`config.mk`:
```
export PLATFORM = sky130hd
export DESIGN_NAME = ccff_chain_loader_flat
export DESIGN_NICKNAME = d
export VERILOG_FILES = /design/src/rtl/ccff_chain_loader_if.sv /design/src/rtl/ccff_chain_loader.sv /design/src/flat_wrapper.sv
export SDC_FILE = /design/constraint.sdc
export NUM_CORES = 1
export LEC_CHECK = 0
export CAP_MARGIN = 20
export CELL_PAD_IN_SITES_DETAIL_PLACEMENT = 0
export CELL_PAD_IN_SITES_GLOBAL_PLACEMENT = 2
export CORE_MARGIN = 8
export CORE_UTILIZATION = 35
export CTS_CLUSTER_DIAMETER = 60
export DETAILED_ROUTE_END_ITERATION = 6
export PLACE_DENSITY_LB_ADDON = 0.2
export SLEW_MARGIN = 10
export SYNTH_ARGS = -nofsm -noshare
export SYNTH_HDL_FRONTEND = slang
export SYNTH_SLANG_ARGS = --single-unit
```
`constraint.sdc`:
```
create_clock -name prog_clk -period 3.7 [get_ports prog_clk]
set_input_delay 0.74 -clock prog_clk [delete_from_list [all_inputs] [get_ports prog_clk]]
set_output_delay 0.74 -clock prog_clk [all_outputs]
set_load 0.05 [all_outputs]
```
`src/rtl/ccff_chain_loader_if.sv`:
```
// Bitstream word stream plus control/status handshake for the config-chain loader.
interface ccff_chain_loader_if #(
  parameter int WORD_W = 8
);
  logic              start;
  logic              abort;
  logic [WORD_W-1:0] word_data;
  logic              word_valid;
  logic              word_ready;
  logic [WORD_W-1:0] readback_data;
  logic              readback_valid;
  logic              busy;
  logic              done;
  logic              aborted;

  modport master (
    output start, abort, word_data, word_valid,
    input  word_ready, readback_data, readback_valid, busy, done, aborted
  );

  modport slave (
    input  start, abort, word_data, word_valid,
    output word_ready, readback_data, readback_valid, busy, done, aborted
  );
endinterface

```
`src/rtl/ccff_chain_loader.sv`:
```
// Shifts bitstream words serially into a config-chain and returns the displaced
// tail bits as readback words.
module ccff_chain_loader #(
  parameter int WORD_W    = 8,
  parameter int CHAIN_LEN = 30
) (
  input  logic                 prog_clk,
  input  logic                 prog_reset,
  ccff_chain_loader_if.slave   bus,
  output logic                 ccff_head,
  output logic                 shift_en,
  input  logic                 ccff_tail
);
  localparam int BL_W = $clog2(CHAIN_LEN + 1);
  localparam int CW   = $clog2(WORD_W + 1);
  localparam int KW   = (WORD_W > 1) ? $clog2(WORD_W) : 1;

  typedef enum logic [1:0] {IDLE, LOAD, SHIFT, DONE} state_t;

  state_t            state;
  logic [BL_W-1:0]   bits_left;
  logic [CW-1:0]     cnt;
  logic [KW-1:0]     k;
  logic [WORD_W-1:0] shreg, shreg_nx;
  logic [WORD_W-1:0] rb_acc, rb_nx, rbd_q;
  logic [CW-1:0]     n_calc;
  logic              ready_q, shift_en_q, head_q, busy_q, done_q, aborted_q, rbv_q;

  always_comb begin
    shreg_nx = shreg >> 1;
    rb_nx    = rb_acc | (WORD_W'(ccff_tail) << k);
    n_calc   = (32'(bits_left) >= WORD_W) ? CW'(WORD_W) : CW'(bits_left);
  end

  // abort cancels the shift of the current cycle too, so the chain never
  // advances on the cycle the load is cancelled
  assign bus.word_ready     = ready_q & ~bus.abort;
  assign shift_en           = shift_en_q & ~bus.abort;
  assign ccff_head          = head_q;
  assign bus.busy           = busy_q;
  assign bus.done           = done_q;
  assign bus.aborted        = aborted_q;
  assign bus.readback_valid = rbv_q;
  assign bus.readback_data  = rbd_q;

  always_ff @(posedge prog_clk) begin
    if (prog_reset) begin
      state      <= IDLE;
      bits_left  <= '0;
      cnt        <= '0;
      k          <= '0;
      shreg      <= '0;
      rb_acc     <= '0;
      rbd_q      <= '0;
      ready_q    <= 1'b0;
      shift_en_q <= 1'b0;
      head_q     <= 1'b0;
      busy_q     <= 1'b0;
      done_q     <= 1'b0;
      aborted_q  <= 1'b0;
      rbv_q      <= 1'b0;
    end else begin
      done_q    <= 1'b0;
      aborted_q <= 1'b0;
      rbv_q     <= 1'b0;
      if (bus.abort && state != IDLE) begin
        state      <= IDLE;
        ready_q    <= 1'b0;
        shift_en_q <= 1'b0;
        head_q     <= 1'b0;
        busy_q     <= 1'b0;
        aborted_q  <= 1'b1;
      end else begin
        case (state)
          IDLE: if (bus.start) begin
            state     <= LOAD;
            bits_left <= BL_W'(CHAIN_LEN);
            ready_q   <= 1'b1;
            busy_q    <= 1'b1;
          end
          LOAD: if (bus.word_valid) begin
            state      <= SHIFT;
            ready_q    <= 1'b0;
            shreg      <= bus.word_data;
            rb_acc     <= '0;
            k          <= '0;
            cnt        <= n_calc;
            shift_en_q <= 1'b1;
            head_q     <= bus.word_data[0];
          end
          SHIFT: begin
            shreg     <= shreg_nx;
            rb_acc    <= rb_nx;
            k         <= k + KW'(1);
            bits_left <= bits_left - BL_W'(1);
            cnt       <= cnt - CW'(1);
            if (cnt == CW'(1)) begin
              shift_en_q <= 1'b0;
              head_q     <= 1'b0;
              rbd_q      <= rb_nx;
              rbv_q      <= 1'b1;
              if (bits_left == BL_W'(1)) begin
                state  <= DONE;
                done_q <= 1'b1;
              end else begin
                state   <= LOAD;
                ready_q <= 1'b1;
              end
            end else begin
              head_q <= shreg_nx[0];
            end
          end
          DONE: begin
            state  <= IDLE;
            busy_q <= 1'b0;
          end
          default: state <= IDLE;
        endcase
      end
    end
  end
endmodule

```
`src/flat_wrapper.sv`:
```
// flat-port wrapper written by rule: the top's interface ports become plain ports
module ccff_chain_loader_flat 
#(
  parameter int WORD_W    = 8,
  parameter int CHAIN_LEN = 30
)
  (prog_clk, prog_reset, ccff_head, shift_en, ccff_tail, bus_start, bus_abort, bus_word_data, bus_word_valid, bus_word_ready, bus_readback_data, bus_readback_valid, bus_busy, bus_done, bus_aborted);
  ccff_chain_loader_if #(.WORD_W(WORD_W)) bus_i ();
  input  logic prog_clk;
  input  logic prog_reset;
  output logic ccff_head;
  output logic shift_en;
  input  logic ccff_tail;
  input wire logic [$bits(bus_i.start)-1:0] bus_start;
  input wire logic [$bits(bus_i.abort)-1:0] bus_abort;
  input wire logic [$bits(bus_i.word_data)-1:0] bus_word_data;
  input wire logic [$bits(bus_i.word_valid)-1:0] bus_word_valid;
  output wire logic [$bits(bus_i.word_ready)-1:0] bus_word_ready;
  output wire logic [$bits(bus_i.readback_data)-1:0] bus_readback_data;
  output wire logic [$bits(bus_i.readback_valid)-1:0] bus_readback_valid;
  output wire logic [$bits(bus_i.busy)-1:0] bus_busy;
  output wire logic [$bits(bus_i.done)-1:0] bus_done;
  output wire logic [$bits(bus_i.aborted)-1:0] bus_aborted;
  assign bus_i.start = bus_start;
  assign bus_i.abort = bus_abort;
  assign bus_i.word_data = bus_word_data;
  assign bus_i.word_valid = bus_word_valid;
  assign bus_word_ready = bus_i.word_ready;
  assign bus_readback_data = bus_i.readback_data;
  assign bus_readback_valid = bus_i.readback_valid;
  assign bus_busy = bus_i.busy;
  assign bus_done = bus_i.done;
  assign bus_aborted = bus_i.aborted;
  ccff_chain_loader #(.WORD_W(WORD_W), .CHAIN_LEN(CHAIN_LEN)) u_core (.prog_clk(prog_clk), .prog_reset(prog_reset), .bus(bus_i), .ccff_head(ccff_head), .shift_en(shift_en), .ccff_tail(ccff_tail));
endmodule
```
==> flow_summary.rst, run 1 <==
.. list-table::
   :header-rows: 1

   * - Metric
     - Value
   * - Number of antenna cells inserted
     - 0
   * - Hold Vio Cnt, Final
     - 0
   * - Overall die area
     - 8763 um2
   * - Pre-Repair DR Iteration Count
     - 4
   * - Final hold slack
     - 0.4613 ns
   * - Global route total overflow
     - 0
   * - Arr. time, crit path
     - 2.17 ns
   * - Clock sinks
     - 44
   * - CORE AREA
     - 5886 um2
   * - Post-synthesis cell type count
     - 48
   * - Post-CTS setup-driven buffer insertion count
     - 0
   * - Top cells by count, synth
     - sky130_fd_sc_hd__dfxtp_1 (44), sky130_fd_sc_hd__nor2_1 (34), sky130_fd_sc_hd__a21oi_1 (23), sky130_fd_sc_hd__a211oi_1 (17)
   * - Final worst slack
     - 0.7942 ns
   * - Bufs on Longest Clock Path
     - 2
   * - Critical path endpoint category
     - output port
   * - Die Span Y
     - 93.61 um
   * - Clk pin slew, worst setup/hold paths
     - 0.08 ns
   * - Clock root cell
     - sky130_fd_sc_hd__clkbuf_8
   * - Total of hold buffers inserted after clock tree synthesis
     - 0
   * - Leakage power of the design
     - 0.8899 nW
   * - Class of the tightest hold or removal check
     - flip-flop to flip-flop
   * - Drt first-iter violations
     - 59
   * - Synthesis-stage register bit count
     - 44
   * - Clock Skews
     - 0.003359 ns
   * - Setup-failing EPs final
     - 0
   * - Time the final worst path needs with I/O delays and setup
     - 2.906 ns
   * - Clock Latency Late Sink
     - 0.30 ns
   * - Combined area of all synthesized cells
     - 2108 um2
   * - Arithmetic-cell share of the synthesized area counting full adders, half adders and majority gates
     - 5.935%
   * - Port buffer count
     - 28
   * - Highest fanout seen on the critical path
     - 5
   * - Area growth, synth to finish
     - 20.12%
   * - Mean area per synthesized cell
     - 8.784 um2
   * - Combinational family with the most area after synthesis
     - compound AO/OA/AOI/OAI gates
   * - Power per unit of standard cell area
     - 657.9 nW/um2
   * - Most frequently used flop master after synthesis
     - sky130_fd_sc_hd__dfxtp_1
   * - HP Start
     - u_core.shreg[7]
   * - Startpoint type of the worst setup path
     - primary input
   * - Final count of pins violating max slew
     - 0
   * - Max-capacitance violation count
     - 0
   * - Setup repair after global routing missed its margin
     - false
   * - Relative max-transition margin
     - 53.83%
   * - Max frequency
     - 344.1 MHz
   * - Initial core utilization
     - 35.82%
   * - Net Count, Synth
     - 264
   * - Antenna-violating nets left
     - 0
   * - Cell with the most instances after synthesis
     - sky130_fd_sc_hd__dfxtp_1
   * - Crit path from
     - bus_abort
   * - Pin slew with the least headroom to its limit
     - 0.6903 ns
   * - Post-Synthesis Cells
     - 240
   * - Clock tree from TritonCTS
     - built
   * - Worst-case setup slack after placement
     - 0.7762 ns
   * - Synth top area share
     - 41.78%
   * - Sequential fraction of the synthesis area
     - 41.78%
   * - Vias per cell
     - 5.071
   * - Critical path data required time
     - 2.96 ns
   * - Setup TNS Final
     - 0 ns
   * - Share of flip-flops with an asynchronous set or reset after synthesis
     - 0%
   * - Total number of vias
     - 1709
   * - Synthesized-area fraction occupied by ao, oa, aoi and oai cells
     - 21.13%
   * - Wire length per cell after detailed routing
     - 14.32 um
   * - Antenna violations before repair
     - 0
   * - TritonCTS buffer count
     - 5
   * - Final Cycle Share
     - 78.54%
   * - Drt drc
     - 0
   * - # resized after CTS
     - 0
   * - Via count of the first global-routing pass
     - 1714
   * - Detailed-route wire length
     - 4825 um
   * - Type of the setup path with the least slack
     - primary input to output port
   * - Yosys Warn Count
     - 0
   * - Wire length of the first global-routing pass
     - 8673 um
   * - Status
     - finished, final reports clean
   * - Synth area leaders
     - sky130_fd_sc_hd__dfxtp_1 (42%), sky130_fd_sc_hd__a211oi_1 (6.1%), sky130_fd_sc_hd__nor2_1 (6.1%), sky130_fd_sc_hd__ha_1 (5.9%), sky130_fd_sc_hd__a21oi_1 (5.5%)
   * - Xor/xnor cell area share of the yosys netlist
     - 1.246%
   * - Ratio of cells with drive above 1 in the final layout
     - 8.397%
   * - Number of enable flip-flop cells after synthesis
     - 0
   * - Routability congestion estimate
     - 0.7222
   * - Mux cell area share after synthesis
     - 3.383%
   * - Half-perimeter wire length after placement
     - 3328 um
   * - Biggest area consumer among synthesized cells
     - sky130_fd_sc_hd__dfxtp_1
   * - Total I/O pin count
     - 29
   * - Global-route usage over all layers
     - 12.09%
   * - Die width
     - 93.61 um
   * - Post-layout net count
     - 285
   * - Filler cell count
     - 628
   * - Reg-to-reg startpoint
     - u_core.state[1]
   * - Synthesized-area fraction occupied by and/or/nand/nor cells
     - 20.83%
   * - Peak supply drop
     - 0.0002354 V
   * - Site Rows
     - 28
   * - Count of H-tree levels built during CTS
     - 2
   * - Pin count of the biggest net entering global routing
     - 34
==> where the power goes <==
| part | leakage (nW) | switching, mW | internal (mW) |
|---|---|---|---|
| clock network | 0.0614 | 0.174 | 0.221 |
| logic | 0.470 | 0.382 | 0.245 |
| registers | 0.358 | 0.0747 | 0.569 |
| total | 0.890 | 0.631 | 1.04 |
==> layout by cell type, fill, tap and decap left out, drive strengths merged, types with 2 or more instances in the layout <==
cell and instances:
nor3b 2, a311oi 2, o31a 2, and2 3, nand2b 7, xor2 3, mux2i 6, a41oi 2
nand3b 3, dfxtp 44, o21ai 7, a211oi 18, nand2 10, nor4 2, ha 10, nand3 4
clkdlybuf4s50 28, a31oi 8, inv 7, buf 3, clkbuf 6, nor3 3, nor2b 6, nor2 34
a21oi 23, and3 2
==> kinds of logic (layout without fill, tap and decap cells) <==
group / count (synthesis) / after routing
simple gates: 84 / 84
compound gates: 68 / 68
flops: 44 / 44
buf+inv: 24 / 46
fa+ha+maj: 10 / 10
mux: 7 / 7
xor+xnor: 3 / 3
==> registers in the layout, summed over array words and instances (netlist names) <==
name                       flops
u_core.k                       3
u_core.state                   2
u_core.ready_q                 1
u_core.bus.readback_data       8
u_core.cnt                     4
u_core.rb_acc                  8
u_core.bus.aborted             1
u_core.bus.busy                1
u_core.ccff_head               1
u_core.bus.done                1
u_core.bits_left               5
u_core.bus.readback_valid      1
u_core.shreg                   7
u_core.shift_en_q              1
==> per-stage QoR <==
step	utilization, %	total power [mW]	area (um2)	std cells
finish	43.03	1.666	2532	337
global route	43.03	1.794	2532	337
CTS	43.03	1.688	2532	337
detailed placement	40.97	1.286	2411	329
global placement	40.97	1.283	2411	329
floorplan	-	1.148	2108	240
==> final cells by class <==
type / instances / area [um2] / share of cell area [%]
Tap cell: 75 / 93.84 / 3.706
Sequential cell: 44 / 880.8 / 34.78
Clock buffer: 6 / 82.58 / 3.261
Inverter: 7 / 26.28 / 1.038
Multi-Input combinational cell: 172 / 1107 / 43.73
Clock inverter: 2 / 38.79 / 1.532
Timing Repair Buffer: 31 / 302.8 / 11.96
==> path summary, 6_finish.rpt <==
check / to / slack [ns] / cells after the start
max: shift_en / 0.79 / 3
min: u_core.shreg[7] / 0.46 / 2
max reg2reg: u_core.rb_acc[1] / 1.60 / 6
min reg2reg: u_core.shreg[7] / 0.46 / 2
==> per-layer routing <==
layer / track usage [%] / share of wire [%] / vias to the layer above / wire length (um)
li1: - / - / 894 / -
met1: 16.85 / 53 / 786 / 2555
met2: 17.27 / 42 / 24 / 2018
met3: 3.045 / 4.0 / 5 / 191
met4: 4.756 / 1.2 / 0 / 59
met5: 0 / 0 / - / 0
==> critical path, stage by stage <==
cell and delay, ns:
sky130_fd_sc_hd__clkdlybuf4s50_1 0.49, sky130_fd_sc_hd__nor2b_1 0.13, sky130_fd_sc_hd__clkdlybuf4s50_1 0.81
Note: power is estimated with default switching activity, not from simulation.
==> run 2: changes to the inputs <==
- CORE_UTILIZATION: 35 -> 33
- clock period: 3.7 -> 2.7 ns (I/O delays scaled with it)
==> run 2 against run 1 <==
Critical path depth decreased by 2. Sequential power rose by 38%. Power grew 42%. First-iteration DRC count is 5.1% higher. Die area is 5.0% higher. Non-clock buffer count increased by 6. Critical endpoint is now bus_readback_data[7]. Largest cell class unchanged. Largest power group unchanged.
==> flow_summary.rst, run 2 (synthesis results as in run 1) <==
.. list-table::
   :header-rows: 1

   * - Metric
     - Value
   * - Max frequency
     - 498.2 MHz
   * - Worst-case setup slack after placement
     - 0.5548 ns (-0.2214 ns)
   * - Max-capacitance violation count
     - 0 (unchanged)
   * - TritonCTS buffer count
     - 5 (unchanged)
   * - Drt first-iter violations
     - 62 (+5.1%)
   * - Final worst slack
     - 0.6927 ns (-0.1015 ns)
   * - Antenna violations before repair
     - 0 (unchanged)
   * - Pre-Repair DR Iteration Count
     - 4 (unchanged)
   * - Relative max-transition margin
     - 60.51% (+6.7 points)
   * - Setup TNS Final
     - 0 ns (unchanged)
   * - CP peak stage delay
     - 0.81 ns (about the same)
   * - Arr. time, crit path
     - 1.47 ns (-0.70 ns)
   * - Clock Latency Late Sink
     - 0.30 ns (about the same)
   * - Power per unit of standard cell area
     - 914.6 nW/um2 (+39%)
   * - Routability congestion estimate
     - 0.7306 (+1.2%)
   * - # resized after CTS
     - 0 (unchanged)
   * - Drt drc
     - 0 (unchanged)
   * - Wire length per cell after detailed routing
     - 14.20 um (-0.84%)
   * - Setup repair after global routing missed its margin
     - false
   * - Critical path endpoint category
     - output port
   * - Highest fanout seen on the critical path
     - 2 (-3)
   * - Leakage power of the design
     - 0.9274 nW (+4.2%)
   * - Number of cells after detailed placement
     - 337 (+2.4%)
   * - Bufs on Longest Clock Path
     - 2 (unchanged)
   * - Type of the setup path with the least slack
     - flip-flop to output port
   * - Clk pin slew, worst setup/hold paths
     - 0.09 ns (about the same)
   * - Util after Layout
     - 41.14% (-1.9 points)
   * - Antenna-violating nets left
     - 0 (unchanged)
   * - Peak supply drop
     - 0.0004802 V (+100%)
   * - CORE AREA
     - 6277 um2 (+6.7%)
   * - Die Span Y
     - 95.93 um (+2.5%)
   * - Via count of the first global-routing pass
     - 1714 (unchanged)
   * - Final count of pins violating max slew
     - 0 (unchanged)
   * - Final Cycle Share
     - 74.34%
   * - Wire length of the first global-routing pass
     - 8445 um (-2.6%)
   * - Area growth, synth to finish
     - 22.49%
   * - Status
     - finished, final reports clean
   * - Total of hold buffers inserted after clock tree synthesis
     - 0 (unchanged)
   * - Clock tree from TritonCTS
     - built
   * - Global-route usage over all layers
     - 11.52% (-0.57 points)
   * - Footprint of the flip-flops and latches
     - 880.8 um2 (unchanged)
   * - Hold Vio Cnt, Final
     - 0 (unchanged)
   * - Clock root cell
     - sky130_fd_sc_hd__clkbuf_8
   * - Site Rows
     - 29 (+3.6%)
   * - Post-CTS setup-driven buffer insertion count
     - 0 (unchanged)
   * - Initial core utilization
     - 33.59% (-2.2 points)
   * - Number of buffers and inverters on the critical path
     - 1 (-1)
   * - Filler cell count
     - 663 (+5.6%)
   * - Pin count of the biggest net entering global routing
     - 18 (-47%)
   * - Area taken by multi-input logic gates
     - 1107 um2 (unchanged)
   * - Library cell contributing the largest single delay on the critical path
     - sky130_fd_sc_hd__clkdlybuf4s50_1
   * - Half-perimeter wire length after placement
     - 3501 um (+5.2%)
   * - Die width
     - 95.93 um (+2.5%)
   * - Overall die area
     - 9203 um2 (+5.0%)
   * - Total number of vias
     - 1718 (+0.53%)
   * - Final cell count without fillers
     - 344 (+2.1%)
   * - Detailed-route wire length
     - 4884 um (+1.2%)
   * - Pin slew with the least headroom to its limit
     - 0.5911 ns (-0.09922 ns)
   * - Commonest non-fill, non-tap cell in the layout
     - sky130_fd_sc_hd__dfxtp_1
   * - Critical path data required time
     - 2.16 ns (-0.80 ns)
   * - Setup-failing EPs final
     - 0 (unchanged)
   * - Startpoint type of the worst setup path
     - flip-flop
   * - Post-layout net count
     - 291 (+2.1%)
   * - Count of H-tree levels built during CTS
     - 2 (unchanged)
   * - Dominant delay contributor by cell family on the critical path
     - buffers and inverters
   * - Time the final worst path needs with I/O delays and setup
     - 2.007 ns
   * - Chain of cells forming the critical path
     - clkdlybuf4s50_1
   * - R2R Setup Slk
     - 0.86 ns (-0.74 ns)
   * - Ratio of cells with drive above 1 in the final layout
     - 10.86% (+2.5 points)
   * - Clock sinks
     - 44 (unchanged)
   * - Clock Skews
     - 0.009332 ns (+0.005973 ns)
   * - Port buffer count
     - 28 (unchanged)
   * - Number of antenna cells inserted
     - 0 (unchanged)
   * - Class of the tightest hold or removal check
     - flip-flop to flip-flop
   * - Final hold slack
     - 0.4748 ns (+0.01347 ns)
   * - Most frequent cells in the layout
     - sky130_fd_sc_hd__dfxtp_1 (44), sky130_fd_sc_hd__nor2_1 (34), sky130_fd_sc_hd__clkdlybuf4s50_1 (26)
   * - Total I/O pin count
     - 29 (unchanged)
   * - Vias per cell
     - 4.994 (-1.5%)
   * - Global route total overflow
     - 0 (unchanged)
## run 2: routing by layer
| layer | part of all wire [%] | track usage, % | vias up | wire (um) |
|---|---|---|---|---|
| met3 | 4.6 | 3.120 | 5 | 223 |
| li1 | - | - | 905 | - |
| met5 | 0 | 0 | - | 0 |
| met1 | 55 | 16.11 | 787 | 2664 |
| met4 | 1.5 | 4.738 | 0 | 75 |
| met2 | 39 | 16.17 | 21 | 1921 |
## run 2: layout make-up
| type | instances | share of cell area (%) |
|---|---|---|
| multi-input cells | 172 | 42.88 |
| flip-flops and latches | 44 | 34.11 |
| repair buffers | 37 | 13.28 |
| well taps | 77 | 3.731 |
| clock buffers | 5 | 2.665 |
| clock inverters | 2 | 2.326 |
| inverters | 7 | 1.017 |
## run 2: stage by stage
step | cell area, um2 | power [mW]
finish | 2582 | 2.362
detailed placement | 2454 | 1.788
global placement | 2454 | 1.791
CTS | 2582 | 2.388
global route | 2582 | 2.546
floorplan | 2108 | 1.573
## run 2: final timing paths
path | start | end | cells past startpoint
worst min register to register | u_core.shreg[7] | u_core.shreg[7] | 2
worst min-delay path | u_core.shreg[7] | u_core.shreg[7] | 2
worst max register to register | u_core.state[1] | u_core.cnt[0] | 7
worst max-delay path | u_core.bus.readback_data[7] | bus_readback_data[7] | 1
## run 2: where the power goes
group          total, mW  internal [mW]  leakage [nW]  switching [mW]
logic              0.880          0.359         0.505           0.520
clock network      0.596          0.364        0.0642           0.231
registers          0.887          0.780         0.358           0.107
total               2.36           1.50         0.927           0.858
## run 2: worst reg2reg max path, cell delays in order, from the launching register on
cell                       delay (ns)
sky130_fd_sc_hd__dfxtp_1         0.38
sky130_fd_sc_hd__inv_1           0.09
sky130_fd_sc_hd__ha_1            0.24
sky130_fd_sc_hd__nand2b_1        0.26
sky130_fd_sc_hd__and3_1          0.24
sky130_fd_sc_hd__buf_4           0.21
sky130_fd_sc_hd__a21oi_1         0.09
sky130_fd_sc_hd__a311oi_1        0.24
==> run 3: changes to the inputs <==
- clock period: 2.7 -> 2.05 ns (I/O delays scaled with it)
==> run 3 against run 2 <==
Via count increased by 1.5%. Critical path depth unchanged. Clock power decreased by 2%. Design area increased by 1.9%. Critical path type unchanged. Sequential share of layout area down 0.63 points. Count of clock-buffer cells in the layout is 1 higher. Power increased by 27%. Hold slack worse by 0.013 ns. Cell count grew 1.5%. Sequential power grew 31%.
==> flow_summary.rst, run 3 (synthesis results as in run 1) <==
.. list-table::
   :header-rows: 1

   * - Metric
     - Value
   * - Status
     - finished, final reports clean
   * - R2R Setup Slk
     - 0.34 ns (-0.52 ns)
   * - Post-layout net count
     - 295 (+1.4%)
   * - Ratio of cells with drive above 1 in the final layout
     - 12.50% (+1.6 points)
   * - Library cell contributing the largest single delay on the critical path
     - sky130_fd_sc_hd__clkdlybuf4s50_1
   * - Hold path cells
     - 2 (unchanged)
   * - Total internal power
     - 1.851 mW (+23%)
   * - Global-route usage over all layers
     - 11.45% (-0.074 points)
   * - Setup repair after global routing missed its margin
     - false
   * - # resized after CTS
     - 0 (unchanged)
   * - Chain of cells forming the critical path
     - clkdlybuf4s50_1
   * - Final hold slack
     - 0.4622 ns (-0.01265 ns)
   * - Util after Layout
     - 41.92% (+0.78 points)
   * - Routability congestion estimate
     - 0.7186 (-1.6%)
   * - Die Span Y
     - 95.93 um (unchanged)
   * - Arr. time, crit path
     - 1.46 ns (about the same)
   * - Wire length of the first global-routing pass
     - 8307 um (-1.6%)
   * - Antenna-violating nets left
     - 0 (unchanged)
   * - Max frequency
     - 534.3 MHz
   * - Filler cell count
     - 615 (-7.2%)
   * - Time the final worst path needs with I/O delays and setup
     - 1.872 ns
   * - Post-CTS setup-driven buffer insertion count
     - 0 (unchanged)
   * - Leakage power of the design
     - 0.9358 nW (+0.91%)
   * - Number of antenna cells inserted
     - 0 (unchanged)
   * - Antenna violations before repair
     - 0 (unchanged)
   * - Most frequent cells in the layout
     - sky130_fd_sc_hd__dfxtp_1 (44), sky130_fd_sc_hd__nor2_1 (34), sky130_fd_sc_hd__clkdlybuf4s50_1 (26)
   * - Sw Pwr
     - 1.157 mW (+35%)
   * - Half-perimeter wire length after placement
     - 3480 um (-0.61%)
   * - Power per unit of standard cell area
     - 1143 nW/um2 (+25%)
   * - Relative max-transition margin
     - 65.15% (+4.6 points)
   * - Overall die area
     - 9203 um2 (unchanged)
   * - Count of H-tree levels built during CTS
     - 2 (unchanged)
   * - Number of buffers and inverters on the critical path
     - 1 (unchanged)
   * - Critical path data required time
     - 1.64 ns (-0.52 ns)
   * - Final count of pins violating max slew
     - 0 (unchanged)
   * - Site Rows
     - 29 (unchanged)
   * - Sum of internal, switching and leakage power
     - 3.008 mW (+27%)
   * - Global route total overflow
     - 0 (unchanged)
   * - Final std cell area, no fill
     - 2631 um2 (+1.9%)
   * - Clock Skews
     - 0.004902 ns (-0.004430 ns)
   * - Pin count of the biggest net entering global routing
     - 32 (+14)
   * - Via count of the first global-routing pass
     - 1652 (-3.6%)
   * - Drt drc
     - 0 (unchanged)
   * - Bufs on Longest Clock Path
     - 2 (unchanged)
   * - Type of the setup path with the least slack
     - flip-flop to output port
   * - TritonCTS buffer count
     - 5 (unchanged)
   * - Crit path from
     - u_core.bus.readback_data[2]
   * - Detailed-route wire length
     - 4870 um (-0.29%)
   * - HP Start
     - u_core.shreg[7]
   * - Endpoint of the worst-slack reg-to-reg timing path
     - u_core.bus.readback_data[6]
   * - Total of hold buffers inserted after clock tree synthesis
     - 0 (unchanged)
   * - Clock sinks
     - 44 (unchanged)
   * - Hold-critical path endpoint
     - u_core.shreg[7]
   * - Die width
     - 95.93 um (unchanged)
   * - Vias per cell
     - 4.994 (about the same)
   * - Portion of total power attributed to combinational logic
     - 41.9% (+4.7 points)
   * - Commonest non-fill, non-tap cell in the layout
     - sky130_fd_sc_hd__dfxtp_1
   * - Peak supply drop
     - 0.0004941 V (+2.9%)
   * - Hold Vio Cnt, Final
     - 0 (unchanged)
   * - Clock tree from TritonCTS
     - built
   * - Pin slew with the least headroom to its limit
     - 0.5211 ns (-0.06999 ns)
   * - Highest fanout seen on the critical path
     - 2 (unchanged)
   * - Setup TNS Final
     - 0 ns (unchanged)
   * - Initial core utilization
     - 33.59% (unchanged)
   * - Switching part of the total power
     - 38.46% (+2.1 points)
   * - Max-capacitance violation count
     - 0 (unchanged)
   * - CORE AREA
     - 6277 um2 (unchanged)
   * - Class of the tightest hold or removal check
     - flip-flop to flip-flop
   * - Final Cycle Share
     - 91.30%
   * - Pre-Repair DR Iteration Count
     - 4 (unchanged)
   * - Fraction of power consumed by sequential logic
     - 38.7% (+1.2 points)
   * - Worst Reg2Reg Path Length in Cells
     - 7 (unchanged)
   * - Setup-failing EPs final
     - 0 (unchanged)
   * - Post-place instance area
     - 2534 um2 (+3.3%)
   * - Dominant delay contributor by cell family on the critical path
     - buffers and inverters
   * - Drt first-iter violations
     - 99 (+60%)
   * - Clock Latency Late Sink
     - 0.29 ns (about the same)
   * - Clock root cell
     - sky130_fd_sc_hd__clkbuf_8
   * - Port buffer count
     - 28 (unchanged)
   * - Total number of vias
     - 1743 (+1.5%)
   * - Startpoint type of the worst setup path
     - flip-flop
   * - Critical path endpoint category
     - output port
   * - Total I/O pin count
     - 29 (unchanged)
   * - CP peak stage delay
     - 0.82 ns (about the same)
   * - Area growth, synth to finish
     - 24.81%
   * - Clk pwr share
     - 19.5% (-5.7 points)
   * - Reg-to-reg startpoint
     - u_core.state[0]
   * - Wire length per cell after detailed routing
     - 13.95 um (-1.7%)
   * - Clk pin slew, worst setup/hold paths
     - 0.09 ns (about the same)
run 3: area by class of cell:
type	count	area, um2	share of cell area (%)
Clock buffer	6	82.58	3.138
Clock inverter	2	15.01	0.5706
Inverter	7	26.28	0.9986
Multi-Input combinational cell	172	1107	42.08
Sequential cell	44	880.8	33.48
Tap cell	77	96.34	3.661
Timing Repair Buffer	41	422.9	16.07
run 3: stage by stage:
step                setup WS [ns]  std cells
detailed placement         0.1715        341
CTS                        0.1571        349
global route               0.1182        349
finish                     0.1784        349
global placement           0.1715        341
floorplan                  0.3412        240
run 3: worst max path at each step:
| stage | endpoint | slack [ns] | depth (start not counted) |
|---|---|---|---|
| 2_1_floorplan | u_core.rb_acc[5] | 0.34 | 8 |
| 3_3_place_gp | u_core.ready_q | 0.17 | 6 |
| 3_5_place_dp | u_core.ready_q | 0.17 | 6 |
| 4_1_cts | bus_readback_data[2] | 0.16 | 1 |
| 5_1_grt | ccff_head | 0.12 | 1 |
| 6_report | bus_readback_data[2] | 0.18 | 1 |
run 3: power by group through the flow:
stage	clock network (mW)	registers, mW	logic [mW]
5_1_grt	0.651	1.20	1.41
4_1_cts	0.617	1.16	1.27
3_5_place_dp	0	1.18	1.26
3_3_place_gp	0	1.18	1.26
6_report	0.585	1.16	1.26
2_1_floorplan	0	1.21	0.859
run 3: metal layers:
metal	vias to the layer above	track usage (%)	share of wire, %
met3	4	2.886	4.6
met4	0	4.225	1.1
met5	-	0	0
met2	30	16.17	40
met1	797	16.23	54
li1	912	-	-
